<file path="config.mk">
export PLATFORM = sky130hd
export DESIGN_NAME = des_block_buffer
export DESIGN_NICKNAME = d
export VERILOG_FILES = /design/src/rtl/des_pkg.sv /design/src/rtl/des_block_buffer_shreg.sv /design/src/rtl/des_block_buffer.sv
export SDC_FILE = /design/constraint.sdc
export NUM_CORES = 1
export LEC_CHECK = 0
export CORE_MARGIN = 2
export CORE_UTILIZATION = 30
export DETAILED_ROUTE_END_ITERATION = 10
export SLEW_MARGIN = 10
export SYNTH_ARGS = -nofsm -noshare
export SYNTH_HDL_FRONTEND = slang
export SYNTH_SLANG_ARGS = --single-unit
export TNS_END_PERCENT = 30
</file>
<file path="constraint.sdc">
create_clock -name clk -period 7.65 [get_ports clk]
set_clock_uncertainty 0.15 [all_clocks]
set_input_delay 2.295 -clock clk [delete_from_list [all_inputs] [get_ports clk]]
set_output_delay 2.295 -clock clk [all_outputs]
set_load 0.03 [all_outputs]
</file>
<file path="src/rtl/des_pkg.sv">
// Shared types and sizes for the DES byte/block staging logic.
package des_pkg;

  typedef enum logic [1:0] {FILL, WAIT, DRAIN} state_t;

  localparam int BLOCK_BYTES = 8;
  localparam int BLOCK_W     = 64;
  localparam int CNT_W       = $clog2(BLOCK_BYTES);

endpackage

</file>
<file path="src/rtl/des_block_buffer_shreg.sv">
// 64-bit register with parallel load and byte-wide left shift; the new
// byte enters at the bottom so the first byte shifted in ends up on top.
module byte_shreg
  import des_pkg::*;
(
  input  logic               clk,
  input  logic               rst,
  input  logic               load,
  input  logic               shift,
  input  logic [BLOCK_W-1:0] load_data,
  input  logic [7:0]         shift_in,
  output logic [BLOCK_W-1:0] data
);

  always_ff @(posedge clk or posedge rst) begin
    if (rst) begin
      data <= '0;
    end else if (load) begin
      data <= load_data;
    end else if (shift) begin
      data <= {data[BLOCK_W-9:0], shift_in};
    end
  end

endmodule

</file>
<file path="src/rtl/des_block_buffer.sv">
// Packs eight I2C bytes into a block for the des core, then returns the
// core's result byte by byte; an optional watchdog aborts a silent core.
module des_block_buffer
  import des_pkg::*;
#(
  parameter int TIMEOUT = 0
) (
  input  logic               clk,
  input  logic               rst,
  input  logic [7:0]         rx_byte,
  input  logic               rx_valid,
  input  logic               mode_in,
  output logic [BLOCK_W-1:0] des_data_in,
  output logic               des_ready,
  output logic               des_rw_mode,
  input  logic [BLOCK_W-1:0] des_data_out,
  input  logic               des_next_data,
  output logic [7:0]         tx_byte,
  output logic               tx_valid,
  input  logic               tx_ack,
  output logic               busy,
  output logic               overrun,
  output logic               timeout_err
);

  localparam int WD_W = (TIMEOUT > 0) ? $clog2(TIMEOUT + 1) : 1;

  state_t             state;
  state_t             state_nxt;
  logic [CNT_W-1:0]   count;
  logic [WD_W-1:0]    wd_cnt;
  logic [BLOCK_W-1:0] result;
  logic               fill_shift;
  logic               drain_load;
  logic               drain_shift;
  logic               last_byte;
  logic               wd_expire;

  // The byte counter is shared: it counts received bytes in FILL and acks in DRAIN.
  assign last_byte = (count == CNT_W'(BLOCK_BYTES - 1));
  assign wd_expire = (TIMEOUT > 0) && (wd_cnt == WD_W'(TIMEOUT - 1));

  always_comb begin
    state_nxt   = state;
    fill_shift  = 1'b0;
    drain_load  = 1'b0;
    drain_shift = 1'b0;
    case (state)
      FILL: begin
        if (rx_valid) begin
          fill_shift = 1'b1;
          if (last_byte) state_nxt = WAIT;
        end
      end
      WAIT: begin
        // A result arriving on the expiry edge still wins over the abort.
        if (des_next_data) begin
          drain_load = 1'b1;
          state_nxt  = DRAIN;
        end else if (wd_expire) begin
          state_nxt = FILL;
        end
      end
      DRAIN: begin
        if (tx_ack) begin
          drain_shift = 1'b1;
          if (last_byte) state_nxt = FILL;
        end
      end
      default: state_nxt = FILL;
    endcase
  end

  always_ff @(posedge clk or posedge rst) begin
    if (rst) state <= FILL;
    else     state <= state_nxt;
  end

  always_ff @(posedge clk or posedge rst) begin
    if (rst) begin
      count <= '0;
    end else if (fill_shift || drain_shift) begin
      count <= count + 1'b1;
    end
  end

  // Held at zero outside WAIT so each wait starts from a fresh count.
  always_ff @(posedge clk or posedge rst) begin
    if (rst) begin
      wd_cnt <= '0;
    end else if (state != WAIT) begin
      wd_cnt <= '0;
    end else begin
      wd_cnt <= wd_cnt + 1'b1;
    end
  end

  always_ff @(posedge clk or posedge rst) begin
    if (rst) begin
      des_rw_mode <= 1'b0;
    end else if (fill_shift && (count == '0)) begin
      des_rw_mode <= mode_in;
    end
  end

  always_ff @(posedge clk or posedge rst) begin
    if (rst) begin
      overrun     <= 1'b0;
      timeout_err <= 1'b0;
    end else begin
      if (rx_valid && (state != FILL)) overrun <= 1'b1;
      if ((state == WAIT) && !des_next_data && wd_expire) timeout_err <= 1'b1;
    end
  end

  byte_shreg u_fill (
    .clk       (clk),
    .rst       (rst),
    .load      (1'b0),
    .shift     (fill_shift),
    .load_data ('0),
    .shift_in  (rx_byte),
    .data      (des_data_in)
  );

  byte_shreg u_drain (
    .clk       (clk),
    .rst       (rst),
    .load      (drain_load),
    .shift     (drain_shift),
    .load_data (des_data_out),
    .shift_in  (8'h00),
    .data      (result)
  );

  assign des_ready = (state == WAIT);
  assign tx_valid  = (state == DRAIN);
  assign tx_byte   = result[BLOCK_W-1 -: 8];
  assign busy      = (state != FILL) || (count != '0);

endmodule

</file>
==> flow_summary_export.csv <==
group,metric,value,unit
worst_setup_path,path_cells,"inv_1 > ha_1 > or4b_2 > clkdlybuf4s50_1",
worst_setup_path,critPathBufInv,2,
hold_path,hold_class,"flip-flop to flip-flop",
drt,via_per_inst,4.86,
power_and_ir_drop,p_switching,1.35,mW
global_route,grt_overflow_total,0,
yosys,yosysSeqAreaShare,0.593,
yosys,synth_cell_types,24,
global_route,grt_max_degree,72,
floorplanning,start_util,0.305,
placement,gp_congestion,0.763,
yosys,ys_seq_elements,135,
yosys,synth_flop_cell,"dfrtp_1",
worst_setup_path,cp_top_family,"buffers and inverters",
status,status,"complete, no violations",
drt,wl,14100,µm
yosys,async_reset_ff_frac,1.00,
sta,grt_setup_unrepaired,"no",
sta,worst_pin_slew,1180,ps
power_and_ir_drop,vdd_drop_max,0.278,mV
sta,finalCritPeriodShare,0.618,
sta,clock.fmax,0.211,GHz
clock_network,cts_sinks,135,
yosys,synthCells,449,
yosys,synth_area,5690,µm²
floorplanning,die_area,20100,µm²
clock_network,postCtsResizedCells,0,
power_and_ir_drop,p_int,2.33,mW
power_and_ir_drop,power_frac_seq,0.354,
final_layout,finish.instance_area,7850,µm²
drt,routedWlPerCell,17.0,µm
clock_network,htreeDepth,4,
final_layout,final_cells,828,
worst_setup_path,worstPathRequired,5200,ps
worst_setup_path,crit_arrival,2290,ps
flow_run,maxCapViolCount,0,
power_and_ir_drop,power_per_cell_area,468,nW/µm²
clock_network,cts_buffers,17,
sta,finalMaxSlewViolations,0,
placement,port_buffers,154,
yosys,synth_area_per_cell,12.7,µm²
worst_setup_path,slowest_stage,"clkdlybuf4s50_1",
yosys,synth_edf_count,0,
placement,dp_cells,797,
sta,max_slew_margin,0.212,
global_route,antenna_found_initial,0,
floorplanning,io_pins,156,
placement,pre_cts_ws,2890,ps
final_layout,diodes,0,
floorplanning,core-area,18600,µm²
drt,first_pass_iters,4,
drt,postRouteAntennaNets,0,
power_and_ir_drop,p_clk_frac,0.225,
drt,drt-initial-drc-count,212,
sta,tns,0,ps
yosys,yosys_warnings,0,
final_layout,fin_nets,663,
drt,drt_drc_violations_left,0,
sta,fin_crit,4730,ps
clock_network,cts_tree,"built",
floorplanning,die_h,142,µm
floorplanning,die-width,142,µm
power_and_ir_drop,switching_share,0.367,
worst_setup_path,crit_path_max_incr_delay,640,ps
yosys,synth.most_common_cell,"dfrtp_1",
power_and_ir_drop,p_comb_frac,0.421,
clock_network,cts-root-buf,"clkbuf_16",
worst_setup_path,end_kind,"primary output",
global_route,first_global_vias,4207,
worst_setup_path,critPathLaunchType,"flip-flop",
yosys,ys_top_cells_by_count,"135 x dfrtp_1, 68 x mux2_2, 61 x nand2_1, 56 x a21oi_1, 56 x a2bb2oi_1",
global_route,grt_first_pass_wirelength,22800,µm
yosys,synth.area.top_cells,"dfrtp_1 59%, mux2_2 13%, a2bb2oi_1 8.6%",
yosys,yosysTopAreaCell,"dfrtp_1",
sta,finalSetupViolations,0,
clock_network,clock_latency,420,ps
sta,final_hold_viol_count,0,
final_layout,syn_to_final_growth,37.8,%
power_and_ir_drop,p_total,3.68,mW
worst_setup_path,crit_fanout,2,
final_layout,drive_gt1_frac,0.180,
power_and_ir_drop,leakagePower,3.35,nW
placement,placed_area,7250,µm²
drt,vias,4027,
clock_network,ctsLongestPathBuffers,2,
clock_network,post-cts-setup-buffers,0,
sta,worst_slack,2920,ps
floorplanning,rows,50,
yosys,synth_top_area_share,0.593,
clock_network,clk_pin_slew,60,ps
final_layout,nFillCells,1766,
yosys,synth_nets,530,
global_route,grt_usage,0.146,
placement,dp_hpwl,8950,µm
worst_setup_path,path_class,"flip-flop to primary output",
clock_network,ctsHoldBuffers,0,
[cell families after synthesis]
group,after synthesis,share of synthesized area
xor gates and xnor gates,1,0.00154
other,1,0.000659
DFF,135,0.593
AOI/OAI and AO/OA,121,0.149
and+or+nand+nor,73,0.0567
adders and majority gates,3,0.00659
muxes,69,0.136
buffers and inverters,46,0.0565
[layout by cell type, fill, tap and decap left out]
| cell | instances |
|---|---|
| clkbuf_8 | 1 |
| nor3b_4 | 1 |
| mux2i_1 | 1 |
| clkinvlp_4 | 2 |
| clkinv_4 | 3 |
| bufinv_16 | 3 |
| nor2b_1 | 1 |
| nand2_1 | 60 |
| inv_6 | 2 |
| mux2_2 | 68 |
| clkbuf_1 | 2 |
| nand2_2 | 1 |
| dfrtp_1 | 135 |
| xnor2_1 | 1 |
| nor2b_2 | 1 |
| inv_1 | 2 |
| nor2_1 | 3 |
| and3b_2 | 2 |
| a21oi_1 | 56 |
| o21ai_0 | 1 |
| clkinv_2 | 2 |
| or4b_2 | 1 |
| clkdlybuf4s50_1 | 154 |
| clkbuf_16 | 17 |
| a2bb2oi_1 | 56 |
| conb_1 | 1 |
| a22o_1 | 8 |
| nand2b_1 | 1 |
| nand3b_1 | 2 |
| ha_1 | 3 |
| buf_4 | 3 |
[worst paths after layout]
| check | from | to | slack [ps] | cells past startpoint |
|---|---|---|---|---|
| worst max-delay path | count[0] | busy | 2920 | 4 |
| worst min-delay path | overrun | overrun | 310 | 1 |
| worst max register to register | state[1] | u_drain.data[6] | 5140 | 3 |
| worst min register to register | overrun | overrun | 310 | 1 |
| max in group asynchronous | rst | u_fill.data[42] | 3830 | 3 |
| min in group asynchronous | rst | u_drain.data[50] | 2210 | 2 |
[power groups by stage]
stage,registers (mW),logic (mW),clock network [mW]
6_report,1.30,1.55,0.829
5_1_grt,1.36,1.66,0.888
4_1_cts,1.31,1.57,0.856
3_5_place_dp,1.31,1.56,0
3_3_place_gp,1.30,1.54,0
2_1_floorplan,1.60,0.704,0
[cell type report]
| class | instances | area, µm² | share of cell area |
|---|---|---|---|
| Multi-Input combinational cell | 268 | 2000 | 0.255 |
| Tap cell | 234 | 293 | 0.0373 |
| Timing Repair Buffer | 157 | 1560 | 0.199 |
| Sequential cell | 135 | 3380 | 0.430 |
| Inverter | 3 | 16.3 | 0.00207 |
| Clock buffer | 20 | 447 | 0.0569 |
| Clock inverter | 11 | 150 | 0.0191 |
[through the flow]
step	hold slack (ps)	util
2_1_floorplan	316	-
3_3_place_gp	308	0.389
3_5_place_dp	305	0.389
4_1_cts	321	0.421
5_1_grt	364	0.421
6_report	314	0.421
[per-layer routing]
metal  global-route usage  vias to the layer above  routed length, µm
li1                     -                     1871                  -
met1                0.185                     2018               6070
met2                0.225                      130               6660
met3               0.0618                        8               1200
met4               0.0489                        0                124
met5                    0                        -                  0
[registers in the layout, summed over array words and instances, names as in the netlist]
register / flops
count: 3
des_rw_mode: 1
overrun: 1
state: 2
u_drain.data: 64
u_fill.data: 64
Power figures use the tool's default switching activity.
